===== src/rtl/range_seq_sender_pkg.sv =====
// Shared types and constants for the range_seq_sender burst transmitter.
package range_seq_pkg;

    typedef enum logic [1:0] {
        IDLE       = 2'd0,
        SEND_FIRST = 2'd1,
        SEND_MID   = 2'd2,
        SEND_LAST  = 2'd3
    } state_t;

    // A legal frame needs distinct first (go) and last (finish) samples.
    localparam int MIN_BURST = 2;

endpackage


===== src/rtl/range_seq_sender_if.sv =====
// Host/receiver-facing signal bundle of range_seq_sender.
// RANGE_SEQ_SENDER_EXPECT_EN adds the expected_range/expected_valid scoreboard outputs.
interface range_seq_sender_if #(
    parameter int WIDTH = 8,
    parameter int DEPTH = 8
);
    localparam int CW = $clog2(DEPTH) + 1;

    logic             wr_en;
    logic [WIDTH-1:0] wr_data;
    logic             clear;
    logic             send;
    logic             busy;
    logic             done;
    logic [CW-1:0]    count;
    logic             go;
    logic             finish;
    logic [WIDTH-1:0] data_out;
    logic             error;
`ifdef RANGE_SEQ_SENDER_EXPECT_EN
    logic [WIDTH-1:0] expected_range;
    logic             expected_valid;
`endif

    modport master (
        output wr_en, wr_data, clear, send,
        input  busy, done, count, go, finish, data_out, error
`ifdef RANGE_SEQ_SENDER_EXPECT_EN
        , input expected_range, expected_valid
`endif
    );

    modport slave (
        input  wr_en, wr_data, clear, send,
        output busy, done, count, go, finish, data_out, error
`ifdef RANGE_SEQ_SENDER_EXPECT_EN
        , output expected_range, expected_valid
`endif
    );

endinterface


===== src/rtl/range_seq_sender_buffer.sv =====
// Sample buffer for range_seq_sender: append-only register array with
// fill count, clear and a combinational read port addressed by the FSM.
module range_seq_buffer
    import range_seq_pkg::*;
#(
    parameter int WIDTH = 8,
    parameter int DEPTH = 8
) (
    input  logic                       clock,
    input  logic                       reset,
    input  logic                       wr_en,
    input  logic [WIDTH-1:0]           wr_data,
    input  logic                       clear,
    input  logic [$clog2(DEPTH)-1:0]   rd_idx,
    output logic [$clog2(DEPTH):0]     count,
    output logic                       full,
    output logic [WIDTH-1:0]           rd_data
);
    localparam int IW = $clog2(DEPTH);
    localparam int CW = IW + 1;

    logic [CW-1:0]    count_reg;
    logic [WIDTH-1:0] mem_reg [DEPTH];
    logic             wr_accept;

    assign full      = (count_reg == CW'(DEPTH));
    assign wr_accept = wr_en && !full && !clear;

    always_ff @(posedge clock or posedge reset) begin
        if (reset) begin
            count_reg <= '0;
        end else if (clear) begin
            count_reg <= '0;
        end else if (wr_accept) begin
            count_reg <= count_reg + 1'b1;
        end
    end

    // Contents are don't-care after reset, so the array carries no reset.
    always_ff @(posedge clock) begin
        if (wr_accept) begin
            mem_reg[count_reg[IW-1:0]] <= wr_data;
        end
    end

    assign rd_data = mem_reg[rd_idx];
    assign count   = count_reg;

endmodule


===== src/rtl/range_seq_sender.sv =====
// Burst transmitter: replays the buffered samples one per cycle framed by go/finish.
// RANGE_SEQ_SENDER_EXPECT_EN adds running min/max tracking and expected_range output.
module range_seq_sender
    import range_seq_pkg::*;
#(
    parameter int WIDTH = 8,
    parameter int DEPTH = 8
) (
    input  logic              clock,
    input  logic              reset,
    range_seq_sender_if.slave bus
);
    localparam int IW = $clog2(DEPTH);
    localparam int CW = IW + 1;

    state_t           state_reg, state_next;
    logic [IW-1:0]    index_reg, index_next;
    logic             go_reg, go_next;
    logic             finish_reg, finish_next;
    logic [WIDTH-1:0] data_reg, data_next;
    logic             busy_reg, busy_next;
    logic             done_reg, done_next;
    logic             error_reg, error_next;

    logic             buf_wr_en;
    logic             buf_clear;
    logic [IW-1:0]    rd_idx;
    logic [WIDTH-1:0] rd_data;
    logic [CW-1:0]    count;
    logic             full;
    logic             send_ok;
    logic             last_mid;

    range_seq_buffer #(.WIDTH(WIDTH), .DEPTH(DEPTH)) u_buffer (
        .clock   (clock),
        .reset   (reset),
        .wr_en   (buf_wr_en),
        .wr_data (bus.wr_data),
        .clear   (buf_clear),
        .rd_idx  (rd_idx),
        .count   (count),
        .full    (full),
        .rd_data (rd_data)
    );

    assign send_ok  = (count >= CW'(MIN_BURST));
    assign last_mid = ({1'b0, index_reg} == (count - 1'b1));

    always_ff @(posedge clock or posedge reset) begin
        if (reset) begin
            state_reg <= IDLE;
        end else begin
            state_reg <= state_next;
        end
    end

    always_comb begin
        state_next = state_reg;
        case (state_reg)
            IDLE:       if (bus.send && send_ok) state_next = SEND_FIRST;
            SEND_FIRST: state_next = (count == CW'(MIN_BURST)) ? SEND_LAST : SEND_MID;
            SEND_MID:   if (last_mid) state_next = SEND_LAST;
            SEND_LAST:  state_next = IDLE;
            default:    state_next = IDLE;
        endcase
    end

    // Send outranks clear/write in IDLE: it is judged on the pre-write count.
    always_comb begin
        go_next     = 1'b0;
        finish_next = 1'b0;
        data_next   = data_reg;
        busy_next   = busy_reg;
        done_next   = 1'b0;
        error_next  = error_reg;
        index_next  = index_reg;
        rd_idx      = '0;
        buf_wr_en   = 1'b0;
        buf_clear   = 1'b0;
        case (state_reg)
            IDLE: begin
                if (bus.send) begin
                    if (send_ok) begin
                        go_next   = 1'b1;
                        data_next = rd_data;
                        busy_next = 1'b1;
                    end else begin
                        error_next = 1'b1;
                    end
                end else if (bus.clear) begin
                    buf_clear  = 1'b1;
                    error_next = 1'b0;
                end else if (bus.wr_en) begin
                    if (full) error_next = 1'b1;
                    else      buf_wr_en  = 1'b1;
                end
            end
            SEND_FIRST: begin
                rd_idx    = IW'(1);
                data_next = rd_data;
                if (count == CW'(MIN_BURST)) finish_next = 1'b1;
                else                         index_next  = IW'(2);
            end
            SEND_MID: begin
                rd_idx    = index_reg;
                data_next = rd_data;
                if (last_mid) finish_next = 1'b1;
                else          index_next  = index_reg + 1'b1;
            end
            SEND_LAST: begin
                data_next = '0;
                busy_next = 1'b0;
                done_next = 1'b1;
            end
            default: ;
        endcase
    end

    always_ff @(posedge clock or posedge reset) begin
        if (reset) begin
            index_reg  <= '0;
            go_reg     <= 1'b0;
            finish_reg <= 1'b0;
            data_reg   <= '0;
            busy_reg   <= 1'b0;
            done_reg   <= 1'b0;
            error_reg  <= 1'b0;
        end else begin
            index_reg  <= index_next;
            go_reg     <= go_next;
            finish_reg <= finish_next;
            data_reg   <= data_next;
            busy_reg   <= busy_next;
            done_reg   <= done_next;
            error_reg  <= error_next;
        end
    end

    assign bus.go       = go_reg;
    assign bus.finish   = finish_reg;
    assign bus.data_out = data_reg;
    assign bus.busy     = busy_reg;
    assign bus.done     = done_reg;
    assign bus.error    = error_reg;
    assign bus.count    = count;

`ifdef RANGE_SEQ_SENDER_EXPECT_EN
    logic [WIDTH-1:0] min_reg, max_reg;
    logic [WIDTH-1:0] exp_range_reg;
    logic             exp_valid_reg;

    // rd_data is the sample being launched on this edge in every sending state.
    always_ff @(posedge clock or posedge reset) begin
        if (reset) begin
            min_reg       <= '0;
            max_reg       <= '0;
            exp_range_reg <= '0;
            exp_valid_reg <= 1'b0;
        end else begin
            case (state_reg)
                IDLE: begin
                    if (bus.send && send_ok) begin
                        min_reg       <= rd_data;
                        max_reg       <= rd_data;
                        exp_range_reg <= '0;
                        exp_valid_reg <= 1'b0;
                    end
                end
                SEND_FIRST, SEND_MID: begin
                    if (rd_data < min_reg) min_reg <= rd_data;
                    if (rd_data > max_reg) max_reg <= rd_data;
                end
                SEND_LAST: begin
                    exp_range_reg <= max_reg - min_reg;
                    exp_valid_reg <= 1'b1;
                end
                default: ;
            endcase
        end
    end

    assign bus.expected_range = exp_range_reg;
    assign bus.expected_valid = exp_valid_reg;
`endif

endmodule


===== src/flat_wrapper.sv =====
// flat-port wrapper written by rule: the top's interface ports become plain ports
module range_seq_sender_flat import range_seq_pkg::*;
#(
    parameter int WIDTH = 8,
    parameter int DEPTH = 8
)
  (clock, reset, bus_wr_en, bus_wr_data, bus_clear, bus_send, bus_busy, bus_done, bus_count, bus_go, bus_finish, bus_data_out, bus_error);
  range_seq_sender_if #(.WIDTH(WIDTH), .DEPTH(DEPTH)) bus_i ();
  input  logic clock;
  input  logic reset;
  input wire logic [$bits(bus_i.wr_en)-1:0] bus_wr_en;
  input wire logic [$bits(bus_i.wr_data)-1:0] bus_wr_data;
  input wire logic [$bits(bus_i.clear)-1:0] bus_clear;
  input wire logic [$bits(bus_i.send)-1:0] bus_send;
  output wire logic [$bits(bus_i.busy)-1:0] bus_busy;
  output wire logic [$bits(bus_i.done)-1:0] bus_done;
  output wire logic [$bits(bus_i.count)-1:0] bus_count;
  output wire logic [$bits(bus_i.go)-1:0] bus_go;
  output wire logic [$bits(bus_i.finish)-1:0] bus_finish;
  output wire logic [$bits(bus_i.data_out)-1:0] bus_data_out;
  output wire logic [$bits(bus_i.error)-1:0] bus_error;
  assign bus_i.wr_en = bus_wr_en;
  assign bus_i.wr_data = bus_wr_data;
  assign bus_i.clear = bus_clear;
  assign bus_i.send = bus_send;
  assign bus_busy = bus_i.busy;
  assign bus_done = bus_i.done;
  assign bus_count = bus_i.count;
  assign bus_go = bus_i.go;
  assign bus_finish = bus_i.finish;
  assign bus_data_out = bus_i.data_out;
  assign bus_error = bus_i.error;
  range_seq_sender #(.WIDTH(WIDTH), .DEPTH(DEPTH)) u_core (.clock(clock), .reset(reset), .bus(bus_i));
endmodule

===== config.mk =====
export PLATFORM = sky130hd
export DESIGN_NAME = range_seq_sender_flat
export DESIGN_NICKNAME = d
export VERILOG_FILES = /design/src/rtl/range_seq_sender_pkg.sv /design/src/rtl/range_seq_sender_if.sv /design/src/rtl/range_seq_sender_buffer.sv /design/src/rtl/range_seq_sender.sv /design/src/flat_wrapper.sv
export SDC_FILE = /design/constraint.sdc
export NUM_CORES = 1
export LEC_CHECK = 0
export CORE_MARGIN = 2
export CORE_UTILIZATION = 62
export CTS_CLUSTER_SIZE = 40
export DETAILED_ROUTE_END_ITERATION = 8
export GPL_ROUTABILITY_DRIVEN = 0
export MAX_ROUTING_LAYER = met4
export PLACE_DENSITY = 0.84
export SYNTH_ARGS = -nofsm -noshare
export SYNTH_HDL_FRONTEND = slang
export SYNTH_SLANG_ARGS = --single-unit

===== constraint.sdc =====
create_clock -name clock -period 6.1 [get_ports clock]
set_clock_uncertainty 0.1 [all_clocks]
set_input_delay 1.22 -clock clock [delete_from_list [all_inputs] [get_ports clock]]
set_output_delay 1.22 -clock clock [all_outputs]
set_load 0.05 [all_outputs]

==> flow_metrics.tcl, run 1 <==
set metrics [dict create \
    status "finished clean" \
    cp_data_arrival_time_ps 3200 \
    crit_required_ps 5990 \
    nets 305 \
    yosysWarnings 0 \
    viasPerCell 6.24 \
    top_layer "met4" \
    slowest_stage "nor3_1" \
    ff2ff_path_depth 5 \
    hold_path.class "reg -> reg" \
    synth.distinct_cells 41 \
    std_cell_rows 28 \
    largest_reg_flops 64 \
    critPathKind "in -> reg" \
    rrSetupSlack_ps 3260 \
    layout_min_cycle_time_ps 3310 \
    drv_cap 0 \
    clk_latency_ps 360 \
    fin_ws_ps 2790 \
    grt_setup_unrepaired "no" \
    worst_pin_slew_ps 1140 \
    cts_resized 0 \
    die_area_um2 6580 \
    wl_met2_mm 3.47 \
    power_uw 1040 \
    area_growth_pct 13.6 \
    drive_gt1_frac 0.0729 \
    drt_pass1_iterations 4 \
    critPathLaunchType "primary input" \
    tns_ps 0 \
    met1_length_mm 3.30 \
    syn_nets 279 \
    critPathMaxStageDelay_ps 990 \
    vdd.ir_drop.worst_uv 161 \
    syn_area_um2 3690 \
    cts.sinks 86 \
    cts-root-buf "clkbuf_8" \
    grt_pass1_wl_mm 11.6 \
    max_freq_mhz 302 \
    drtAntennaViolNets 0 \
    io_buffer_count 29 \
    synthCells 257 \
    cts_buffers 9 \
    start_util 0.630 \
    io_pins 30 \
    grt-ovfl-total 0 \
    wirelength_mm 7.23 \
    power_per_cell_area_nw_per_um2 248 \
    crit_fanout 9 \
    dp_slack_ps 2380 \
    grt.total_usage 0.254 \
    clk_path_buf_depth 2 \
    post_cts_buffers 0 \
    hpwl_mm 4.85 \
    holdBufCountCts 0 \
    final-hold-violation-count 0 \
    layout_commonest_cell "edfxtp_1" \
    power.leakage_uw 0.00141 \
    dieWidth_um 81.1 \
    path_cells "clkdlybuf4s50_1 > nor2_1 > o2111ai_1 > nor3_1" \
    finalCritPeriodShare 0.543 \
    cts_tree "built" \
    vias 2265 \
    clkTransAtPathRegs_ps 90 \
    slew_headroom 0.237 \
    die_h_um 81.1 \
    final_max_slew_viol_count 0 \
    ys_seq_area_frac 0.671 \
    core_um2 5850 \
    grt_pass1_vias 2178 \
    grt_start_max_net_pins 25 \
    finalSetupViolations 0 \
    cp-end-kind "flop" \
    hold-path-cell-count 1 \
    ys_seq_elements 86 \
    antenna_found_initial 0 \
    n_antenna_cell 0 \
    drc 0 \
    wl_per_cell_um 19.9 \
    met3WireLength_um 357 \
    layout_common_cells "edfxtp_1 (64), clkdlybuf4s50_1 (29), dfrtp_1 (22)" \
    syn_avg_cell_area_um2 14.3 \
    drt-initial-drc-count 200 \
    cts_htree_levels 3 \
]
[synth_stat cells (all sizes together)]
master,number,area share
a211oi,1,0.0020
a21o,2,0.0041
a21oi,2,0.0027
a2bb2oi,1,0.0024
a32o,8,0.022
and2,4,0.0071
and3b,1,0.0024
buf,10,0.019
clkbuf,5,0.0051
dfrtp,22,0.15
edfxtp,64,0.52
ha,9,0.031
inv,11,0.011
mux2,3,0.0092
mux2i,16,0.043
nand2,9,0.0092
nand2b,1,0.0017
nand3,18,0.024
nand3b,1,0.0020
nand4,1,0.0017
nor2,14,0.014
nor3,7,0.0095
nor3b,2,0.0054
nor4,1,0.0017
nor4b,1,0.0041
o2111ai,9,0.021
o211a,1,0.0027
o211ai,8,0.016
o21a,2,0.0041
o21ai,6,0.0081
o221ai,8,0.019
o31a,1,0.0024
o31ai,2,0.0041
o41ai,1,0.0044
xnor2,4,0.0095
xor2,1,0.0024
[metal layers]
metal,vias up,track usage
met5,-,-
met4,0,0.103
met3,12,0.0622
met2,66,0.359
met1,1131,0.359
li1,1056,-
[metrics by stage]
step	instances	util	hold slack [ps]	instance area, um^2
2_1_floorplan	257	-	433	3690
3_3_place_gp	347	0.682	376	3990
3_5_place_dp	347	0.682	386	3990
4_1_cts	363	0.716	408	4190
5_1_grt	363	0.716	431	4190
6_report	363	0.716	402	4190
[worst paths after layout]
path	from	to
worst min register to register	u_core.bus.data_out[4]$_DFFE_PP0P_	u_core.bus.data_out[4]$_DFFE_PP0P_
worst min-delay path	u_core.bus.data_out[4]$_DFFE_PP0P_	u_core.bus.data_out[4]$_DFFE_PP0P_
worst max register to register	u_core.u_buffer.count[0]$_DFFE_PP0P_	u_core.u_buffer.mem_reg[1][2]$_DFFE_PP_
worst max-delay path	bus_send	u_core.u_buffer.mem_reg[1][2]$_DFFE_PP_
min in group asynchronous	reset	u_core.bus.data_out[2]$_DFFE_PP0P_
max in group asynchronous	reset	u_core.u_buffer.count[2]$_DFFE_PP0P_
[worst max-delay path: cells and delay by family]
kind / cells / cell delay, ps
AO/OA/AOI/OAI: 1 / 340
buffers and inverters: 1 / 460
AND/OR/NAND/NOR: 2 / 1180
[layout make-up]
class / count / area [um^2]
inverters: 11 / 41.3
flip-flops and latches: 86 / 2470
clock buffers: 9 / 124
multi-input cells: 145 / 1080
clock inverters: 7 / 76.3
fillers: 379 / 1660
well taps: 75 / 93.8
repair buffers: 30 / 298
[where the power goes]
part / switching (uW) / total (uW) / internal [uW]
clock: 230 / 392 / 162
sequential: 0 / 629 / 629
combinational: 10.8 / 18.1 / 7.32
total: 241 / 1040 / 798
[kinds of logic (layout without fill, tap and decap cells)]
kind of cell | after synthesis | in the layout | synth area share
mux | 19 | 19 | 0.0526
fa+ha+maj | 9 | 9 | 0.0305
buf+inv | 26 | 57 | 0.0356
flops | 86 | 86 | 0.671
xor+xnor | 5 | 5 | 0.0119
compound gates | 52 | 52 | 0.115
simple gates | 60 | 60 | 0.0835
(Power assumes the default switching activity.)
==> inputs of run 2 (changes only) <==
- CORE_UTILIZATION: 62 -> 52
- PLACE_DENSITY: 0.84 -> 0.75
- clock period: 6.1 -> 2.65 ns (I/O delays scaled with it)
==> flow_metrics.tcl, run 2 (synthesis results as in run 1) <==
set metrics [dict create \
    layout_min_cycle_time_ps 2530 \
    area_growth_pct 19.3 \
    final-hold-violation-count 0 \
    cp-end-kind "primary output" \
    finalSetupViolations 0 \
    clkTransAtPathRegs_ps 90 \
    critPathKind "reg -> out" \
    vdd.ir_drop.worst_uv 434 \
    cts_resized 0 \
    holdBufCountCts 0 \
    clk_path_buf_depth 2 \
    drv_cap 0 \
    grt_pass1_vias 2292 \
    slowest_stage "clkdlybuf4s50_1" \
    cts_htree_levels 3 \
    drt_pass1_iterations 5 \
    dieWidth_um 88.2 \
    cts.sinks 86 \
    cts_tree "built" \
    critPathBufInv 1 \
    core_um2 6830 \
    cts_buffers 9 \
    status "finished clean" \
    path_cells "clkdlybuf4s50_1" \
    die_h_um 88.2 \
    grt_start_max_net_pins 25 \
    drive_gt1_frac 0.134 \
    grt_pass1_wl_mm 12.4 \
    grt.total_usage 0.231 \
    final_cells 403 \
    critPathLaunchType "flop" \
    cts-root-buf "clkbuf_8" \
    layout_commonest_cell "edfxtp_1" \
    grt-ovfl-total 0 \
    n_antenna_cell 0 \
    post_cts_buffers 0 \
    hold_path.class "reg -> reg" \
    finalCritPeriodShare 0.955 \
    power_uw 2460 \
    clk_latency_ps 360 \
    fillers 505 \
    crit_required_ps 2020 \
    max_freq_mhz 395 \
    vias 2392 \
    power.leakage_uw 0.00152 \
    cpLargestDelayFamily "buffers and inverters" \
    power_per_cell_area_nw_per_um2 558 \
    hpwl_mm 5.31 \
    tns_ps 0 \
    slew_headroom 0.387 \
    drtAntennaViolNets 0 \
    antenna_found_initial 0 \
    drc 0 \
    critPathMaxStageDelay_ps 900 \
    drt-initial-drc-count 263 \
    std_cell_rows 30 \
    viasPerCell 5.94 \
    start_util 0.540 \
    io_buffer_count 29 \
    io_pins 30 \
    nets 324 \
    crit_fanout 13 \
    cp_data_arrival_time_ps 1900 \
    layout_common_cells "edfxtp_1 (64), clkdlybuf4s50_1 (29), dfrtp_1 (22)" \
    wl_per_cell_um 19.5 \
    die_area_um2 7780 \
    hold-worst-slack_ps 412 \
    grt_setup_unrepaired "no" \
    rrSetupSlack_ps 380 \
    wirelength_mm 7.85 \
    worst_pin_slew_ps 919 \
    final_max_slew_viol_count 0 \
    seqCellArea_um2 2470 \
    multiInputGateArea_um2 1090 \
    largest_reg_flops 64 \
    dp_cells 387 \
]
run 2: cell count changes in the layout (fill, tap and decap cells not counted), moves of 2 or more:
cell,delta
buf_4,+17
inv_6,+3
buf_12,+2
clkinv_4,-3
run 2: area by class of cell:
cell class	count	area share
clock buffer	9	0.0282
sequential	86	0.562
inverter	11	0.00939
multi-input combinational	145	0.248
clock inverter	7	0.0196
timing repair buffer	49	0.106
tap	96	0.0273
run 2: per-layer routing:
metal | global-route usage | up-vias | part of all wire
met4 | 0.0923 | 0 | 0.016
li1 | - | 1091 | -
met2 | 0.326 | 95 | 0.47
met3 | 0.0443 | 11 | 0.061
met1 | 0.331 | 1195 | 0.45
met5 | - | - | 0
run 2: worst reg2reg max path: stages (launching register included):
cell and delay [ps]:
dfrtp_1 410, inv_1 110, ha_1 400, o21a_1 150, buf_4 260, mux2i_1 290
o2111ai_1 150, a32o_1 290
run 2: path summary, 6_finish.rpt:
kind	from	end	depth (start not counted)
max	u_core.u_buffer.count[2]$_DFFE_PP0P_	bus_count[2]	1
min	u_core.bus.data_out[5]$_DFFE_PP0P_	u_core.bus.data_out[5]$_DFFE_PP0P_	1
max reg2reg	u_core.state_reg[0]$_DFFE_PP0P_	u_core.bus.data_out[6]$_DFFE_PP0P_	7
min reg2reg	u_core.bus.data_out[5]$_DFFE_PP0P_	u_core.bus.data_out[5]$_DFFE_PP0P_	1
max in group asynchronous	reset	u_core.bus.data_out[2]$_DFFE_PP0P_	2
min in group asynchronous	reset	u_core.bus.finish$_DFF_PP0_	2
run 2: metrics by stage:
step	area (um^2)	setup WS, ps	util
finish	4400	120	0.644
global route	4400	66.1	0.644
CTS	4400	117	0.644
detailed placement	4190	292	0.613
global placement	4190	328	0.613
floorplan	3690	-119	-
run 2: report_power, final:
part / internal (uW) / switching, uW
clock: 459 / 510
sequential: 1450 / 0
combinational: 16.9 / 24.9
